$ cat src/rtl/tlp_xcvr_pkg.sv
// Shared TLP transceiver types: 64-bit beat word and the TX arbiter state encoding.
package tlp_xcvr_pkg;

    typedef logic [63:0] uint64;

    typedef enum logic {
        IDLE = 1'b0,
        BUSY = 1'b1
    } ArbState;

    // Width of an index into n requesters; never zero so single-bit ports stay legal.
    function automatic int idxWidth(input int n);
        return (n > 1) ? $clog2(n) : 1;
    endfunction

endpackage

$ cat src/rtl/tlp_tx_arbiter_if.sv
// Requester-side and PCIe-core-side TLP beat buses of the TX arbiter.
interface tlp_tx_arbiter_if #(
    parameter int NUM_REQ = 2
);
    import tlp_xcvr_pkg::*;

    uint64 [NUM_REQ-1:0] reqData_in;
    logic  [NUM_REQ-1:0] reqSOP_in;
    logic  [NUM_REQ-1:0] reqEOP_in;
    logic  [NUM_REQ-1:0] reqValid_in;
    logic  [NUM_REQ-1:0] reqReady_out;

    uint64               txData_out;
    logic                txSOP_out;
    logic                txEOP_out;
    logic                txValid_out;
    logic                txReady_in;

    modport master (
        input  reqData_in, reqSOP_in, reqEOP_in, reqValid_in, txReady_in,
        output reqReady_out, txData_out, txSOP_out, txEOP_out, txValid_out
    );

    modport slave (
        output reqData_in, reqSOP_in, reqEOP_in, reqValid_in, txReady_in,
        input  reqReady_out, txData_out, txSOP_out, txEOP_out, txValid_out
    );

endinterface

$ cat src/rtl/tlp_tx_arbiter_rr_pick.sv
// Combinational round-robin picker: first requester strictly after last_i, wrapping.
module rr_pick
    import tlp_xcvr_pkg::*;
#(
    parameter  int N = 2,
    localparam int W = idxWidth(N)
) (
    input  logic [N-1:0] req_i,
    input  logic [W-1:0] last_i,
    output logic         found_o,
    output logic [W-1:0] idx_o
);

    logic [W-1:0] cand;

    // Walk N positions starting one past last_i so last_i itself is checked last.
    always_comb begin
        found_o = 1'b0;
        idx_o   = last_i;
        cand    = last_i;
        for (int k = 0; k < N; k++) begin
            cand = (cand == W'(N - 1)) ? '0 : cand + 1'b1;
            if (!found_o && req_i[cand]) begin
                found_o = 1'b1;
                idx_o   = cand;
            end
        end
    end

endmodule

$ cat src/rtl/tlp_tx_arbiter.sv
// Packet-granular round-robin arbiter for the FPGA->Host TLP TX pipe.
// Optional per-requester packet counters with `define TLP_TX_ARB_STATS_EN.
module tlp_tx_arbiter
    import tlp_xcvr_pkg::*;
#(
    parameter  int NUM_REQ = 2,
    localparam int GW      = idxWidth(NUM_REQ)
) (
    input  logic                      pcieClk_in,
    input  logic                      pcieRstN_in,
    tlp_tx_arbiter_if.master          bus,
    output logic [GW-1:0]             grant_out,
    output logic                      busy_out
`ifdef TLP_TX_ARB_STATS_EN
    ,
    output logic [NUM_REQ-1:0][31:0]  pktCount_out
`endif
);

    ArbState     state_q, state_d;
    logic [GW-1:0] grant_q, grant_d;
    logic        pickFound;
    logic [GW-1:0] pickIdx;
    logic        eopXfer;

    rr_pick #(.N(NUM_REQ)) u_pick (
        .req_i   (bus.reqValid_in & bus.reqSOP_in),
        .last_i  (grant_q),
        .found_o (pickFound),
        .idx_o   (pickIdx)
    );

    always_ff @(posedge pcieClk_in) begin
        if (!pcieRstN_in) begin
            state_q <= IDLE;
            grant_q <= GW'(NUM_REQ - 1);
        end else begin
            state_q <= state_d;
            grant_q <= grant_d;
        end
    end

    // Pass-through is also gated by reset so an in-flight beat is dropped at once.
    always_comb begin
        state_d          = state_q;
        grant_d          = grant_q;
        eopXfer          = 1'b0;
        bus.txData_out   = '0;
        bus.txSOP_out    = 1'b0;
        bus.txEOP_out    = 1'b0;
        bus.txValid_out  = 1'b0;
        bus.reqReady_out = '0;
        case (state_q)
            IDLE: begin
                if (pickFound) begin
                    grant_d = pickIdx;
                    state_d = BUSY;
                end
            end
            BUSY: begin
                if (pcieRstN_in) begin
                    bus.txData_out            = bus.reqData_in[grant_q];
                    bus.txSOP_out             = bus.reqSOP_in[grant_q];
                    bus.txEOP_out             = bus.reqEOP_in[grant_q];
                    bus.txValid_out           = bus.reqValid_in[grant_q];
                    bus.reqReady_out[grant_q] = bus.txReady_in;
                end
                eopXfer = bus.reqValid_in[grant_q] & bus.txReady_in & bus.reqEOP_in[grant_q];
                if (eopXfer) begin
                    state_d = IDLE;
                end
            end
            default: state_d = IDLE;
        endcase
    end

    assign grant_out = grant_q;
    assign busy_out  = (state_q == BUSY);

`ifdef TLP_TX_ARB_STATS_EN
    logic [NUM_REQ-1:0][31:0] pktCount_q;

    always_ff @(posedge pcieClk_in) begin
        if (!pcieRstN_in) begin
            pktCount_q <= '0;
        end else if (eopXfer) begin
            pktCount_q[grant_q] <= pktCount_q[grant_q] + 32'd1;
        end
    end

    assign pktCount_out = pktCount_q;
`endif

endmodule
$ cat src/flat_wrapper.sv
// flat-port wrapper written by rule: the top's interface ports become plain ports
module tlp_tx_arbiter_flat import tlp_xcvr_pkg::*;
#(
    parameter  int NUM_REQ = 2,
    localparam int GW      = idxWidth(NUM_REQ)
)
  (pcieClk_in, pcieRstN_in, grant_out, busy_out, bus_reqData_in, bus_reqSOP_in, bus_reqEOP_in, bus_reqValid_in, bus_txReady_in, bus_reqReady_out, bus_txData_out, bus_txSOP_out, bus_txEOP_out, bus_txValid_out);
  tlp_tx_arbiter_if #(.NUM_REQ(NUM_REQ)) bus_i ();
  input  logic pcieClk_in;
  input  logic pcieRstN_in;
  output logic [GW-1:0] grant_out;
  output logic busy_out;
  input wire logic [$bits(bus_i.reqData_in)-1:0] bus_reqData_in;
  input wire logic [$bits(bus_i.reqSOP_in)-1:0] bus_reqSOP_in;
  input wire logic [$bits(bus_i.reqEOP_in)-1:0] bus_reqEOP_in;
  input wire logic [$bits(bus_i.reqValid_in)-1:0] bus_reqValid_in;
  input wire logic [$bits(bus_i.txReady_in)-1:0] bus_txReady_in;
  output wire logic [$bits(bus_i.reqReady_out)-1:0] bus_reqReady_out;
  output wire logic [$bits(bus_i.txData_out)-1:0] bus_txData_out;
  output wire logic [$bits(bus_i.txSOP_out)-1:0] bus_txSOP_out;
  output wire logic [$bits(bus_i.txEOP_out)-1:0] bus_txEOP_out;
  output wire logic [$bits(bus_i.txValid_out)-1:0] bus_txValid_out;
  assign bus_i.reqData_in = bus_reqData_in;
  assign bus_i.reqSOP_in = bus_reqSOP_in;
  assign bus_i.reqEOP_in = bus_reqEOP_in;
  assign bus_i.reqValid_in = bus_reqValid_in;
  assign bus_i.txReady_in = bus_txReady_in;
  assign bus_reqReady_out = bus_i.reqReady_out;
  assign bus_txData_out = bus_i.txData_out;
  assign bus_txSOP_out = bus_i.txSOP_out;
  assign bus_txEOP_out = bus_i.txEOP_out;
  assign bus_txValid_out = bus_i.txValid_out;
  tlp_tx_arbiter #(.NUM_REQ(NUM_REQ)) u_core (.pcieClk_in(pcieClk_in), .pcieRstN_in(pcieRstN_in), .bus(bus_i), .grant_out(grant_out), .busy_out(busy_out));
endmodule
$ cat config.mk
export PLATFORM = sky130hd
export DESIGN_NAME = tlp_tx_arbiter_flat
export DESIGN_NICKNAME = d
export VERILOG_FILES = /design/src/rtl/tlp_xcvr_pkg.sv /design/src/rtl/tlp_tx_arbiter_if.sv /design/src/rtl/tlp_tx_arbiter_rr_pick.sv /design/src/rtl/tlp_tx_arbiter.sv /design/src/flat_wrapper.sv
export SDC_FILE = /design/constraint.sdc
export NUM_CORES = 1
export LEC_CHECK = 0
export BUFFER_PORTS_ARGS = -buffer_cell sky130_fd_sc_hd__buf_2
export CAP_MARGIN = 30
export CELL_PAD_IN_SITES_DETAIL_PLACEMENT = 1
export CELL_PAD_IN_SITES_GLOBAL_PLACEMENT = 2
export CORE_MARGIN = 8
export CORE_UTILIZATION = 11
export CTS_CLUSTER_SIZE = 14
export DETAILED_ROUTE_END_ITERATION = 8
export GPL_TIMING_DRIVEN = 0
export PLACE_DENSITY = 0.88
export RECOVER_POWER = 25
export SLEW_MARGIN = 30
export SYNTH_ARGS = -nofsm -noshare
export SYNTH_HDL_FRONTEND = slang
export SYNTH_HIERARCHICAL = 1
export SYNTH_SLANG_ARGS = --single-unit
export TNS_END_PERCENT = 10
$ cat constraint.sdc
create_clock -name pcieClk_in -period 1.2 [get_ports pcieClk_in]
set_input_delay 0.18 -clock pcieClk_in [delete_from_list [all_inputs] [get_ports pcieClk_in]]
set_output_delay 0.18 -clock pcieClk_in [all_outputs]
set_load 0.03 [all_outputs]
==> results_dict.tcl <==
set metrics [dict create \
    antenna_found_initial 0 \
    grt_pass1_wl_um 11300 \
    place_area_sq_um 2540 \
    portBuffers 207 \
    drc 0 \
    routed_via_density 3.89 \
    synth_common_cells "69 x mux2i_1, 67 x nor2_1, 7 x buf_12" \
    power.leakage_nw 1.96 \
    yosysWarnings 6 \
    synthMuxAreaShare_pct 54.4 \
    critPathMaxFanout 10 \
    synth_area_sq_um 1270 \
    drt-pass1-iter-count 4 \
    synth_ff_type "dfxtp_1" \
    drt-initial-drc-count 32 \
    track_usage_pct 9.26 \
    min_path_cells 2 \
    yosys.area_share.adder_pct 0 \
    num_vias 2054 \
    met2_usage_pct 18.4 \
    post-place-ws_ps -221 \
    cts_tree "built" \
    violations "negative setup slack" \
    core_area_sq_um 11300 \
    grt_overflow 0 \
    clkLatencyLatePin_ps 220 \
    status "finished with violations" \
    synthTopCellsByArea "mux2i_1 54%, nor2_1 20%, buf_12 11%" \
    clk_path_buf_depth 2 \
    cts_hold_buf 0 \
    tightest_slew_ps 237 \
    rows 39 \
    fin_area_sq_um 3040 \
    synth_top_family_by_area "multiplexers" \
    grt_max_degree 11 \
    crit_path_start_kind "flip-flop" \
    power_mw 1.75 \
    crit_type "flip-flop to output port" \
    cp-end-kind "output port" \
    ys_ff_latch 2 \
    peakVddDrop_mv 0.216 \
    synth_largest_area_cell "mux2i_1" \
    place_hpwl_um 6840 \
    hold_violations 0 \
    hp-class "primary input to flip-flop" \
    area_growth_pct 140 \
    die_y_um 123 \
    fmax_mhz 647 \
    synthArstFlopShare_pct 0 \
    seq_area_frac_synth_pct 3.16 \
    layout-drive-gt1-share_pct 64.7 \
    syn_nets 304 \
    cts_max_level 1 \
    cts-buffers-inserted 3 \
    busiest_layer "met2" \
    cts-root-buf "clkbuf_16" \
    crit_arrival_ps 1370 \
    gp_congestion 0.792 \
    drt-total-wl_um 8230 \
    required_ps 1020 \
    synth_edf_count 0 \
    gr-usage-met1_pct 8.70 \
    worst_slack_ps -346 \
    synth_most_common_cell "mux2i_1" \
    rsz0062_at_grt "true" \
    setup_violations 69 \
    grt_pass1_vias 2186 \
    max_slew_margin_pct 84.2 \
    synth.avg_cell_area_sq_um 7.60 \
    use_met3_pct 3.11 \
    ant_nets 0 \
    dieArea_sq_um 15200 \
    skew_ps 2.50 \
    die_x_um 123 \
    initial_utilization_pct 11.2 \
    layout_min_cycle_time_ps 1550 \
    period_share_pct 129 \
    cts.clk_slew.worst_paths_ps 30 \
    cellPowerDensity_nw_per_um2 575 \
    synthSimpleGateAreaFrac_pct 25.0 \
    netlist_instances 167 \
    antenna_cells 0 \
    synthXorXnorAreaFrac_pct 0 \
    r2r_cells 4 \
    synth_top_area_share_pct 54.4 \
    drv_cap 0 \
    synth_cell_types 19 \
    cts_sinks 2 \
    synth_compound_area_share_pct 1.28 \
    ioPinCount 208 \
    layout.nets 523 \
    final-max-slew-violation-count 0 \
    wl_per_cell_um 15.6 \
    nFillCells 1390 \
]
[layout make-up]
type / count / area (sq um) / share of cell area, %
plain buffers: 15 / 214 / 7.04
clock buffers: 4 / 78.8 / 2.59
inverters: 1 / 3.75 / 0.124
multi-input cells: 149 / 1120 / 37.0
flip-flops and latches: 2 / 47.5 / 1.56
well taps: 143 / 179 / 5.89
repair buffers: 214 / 1390 / 45.8
[path summary, 6_finish.rpt]
check | from | to | slack (ps)
worst min register to register | u_core/busy_out$_SDFF_PN0_ | u_core/busy_out$_SDFF_PN0_ | 500
worst min-delay path | pcieRstN_in | u_core/grant_out$_SDFFE_PN1P_ | 190
worst max-delay path | u_core/grant_out$_SDFFE_PN1P_ | bus_txData_out[55] | -350
worst max register to register | u_core/grant_out$_SDFFE_PN1P_ | u_core/grant_out$_SDFFE_PN1P_ | 190
[where the power goes]
part,leakage (nW),switching (mW),internal [mW]
combinational,1.90,0.564,0.571
sequential,0.0170,0.0110,0.0714
clock,0.0382,0.0917,0.438
total,1.96,0.667,1.08
[worst max-delay path: stages, from the launching register on]
cell and delay, ps:
dfxtp_4 390, buf_12 150, buf_12 150, mux2i_2 220, nor2_1 60, buf_4 170
[placed cells by master (no fill, tap or decap), types with 2 or more instances in the layout]
cell and instances:
dfxtp_4 2, buf_2 139, nor2_4 2, nand2_1 2, mux2i_1 62, nor2_1 62
nor2_2 3, clkbuf_16 9, mux2i_2 2, mux2i_4 5, and2_1 2, buf_12 8
buf_6 8, clkbuf_2 3, buf_4 64
[sequential cells by signal, summed over array words and instances, names as in the netlist]
name,flops
u_core/busy_out,1
u_core/grant_out,1
[per-stage QoR]
step           setup TNS, ps  cells  hold WS, ps  util, %
2_1_floorplan         -12990    167          241        -
3_3_place_gp           -8890    517          389     22.5
3_5_place_dp           -9340    517          398     22.5
4_1_cts               -22070    521          177     25.1
5_1_grt               -24800    528          209     26.8
6_report              -20640    528          185     26.8
[cells by family (layout without fill, tap and decap cells)]
logic type      after synthesis  count (layout)
buf+inv                      16             234
simple gates                 77              77
compound gates                3               3
mux                          69              69
flops                         2               2
[routing by layer]
metal	part of all wire (%)	vias up
met5	0	-
li1	-	1007
met3	12	6
met1	32	930
met4	0.92	0
met2	55	111
[repair_timing]
item | CTS | global route
cloned | 0 | 6
setup buffers | 0 | 1
pin swaps | 0 | 5
gates resized for setup | 82 | 8
setup endpoints to repair | 69 | 69
Power figures use the tool's default switching activity.
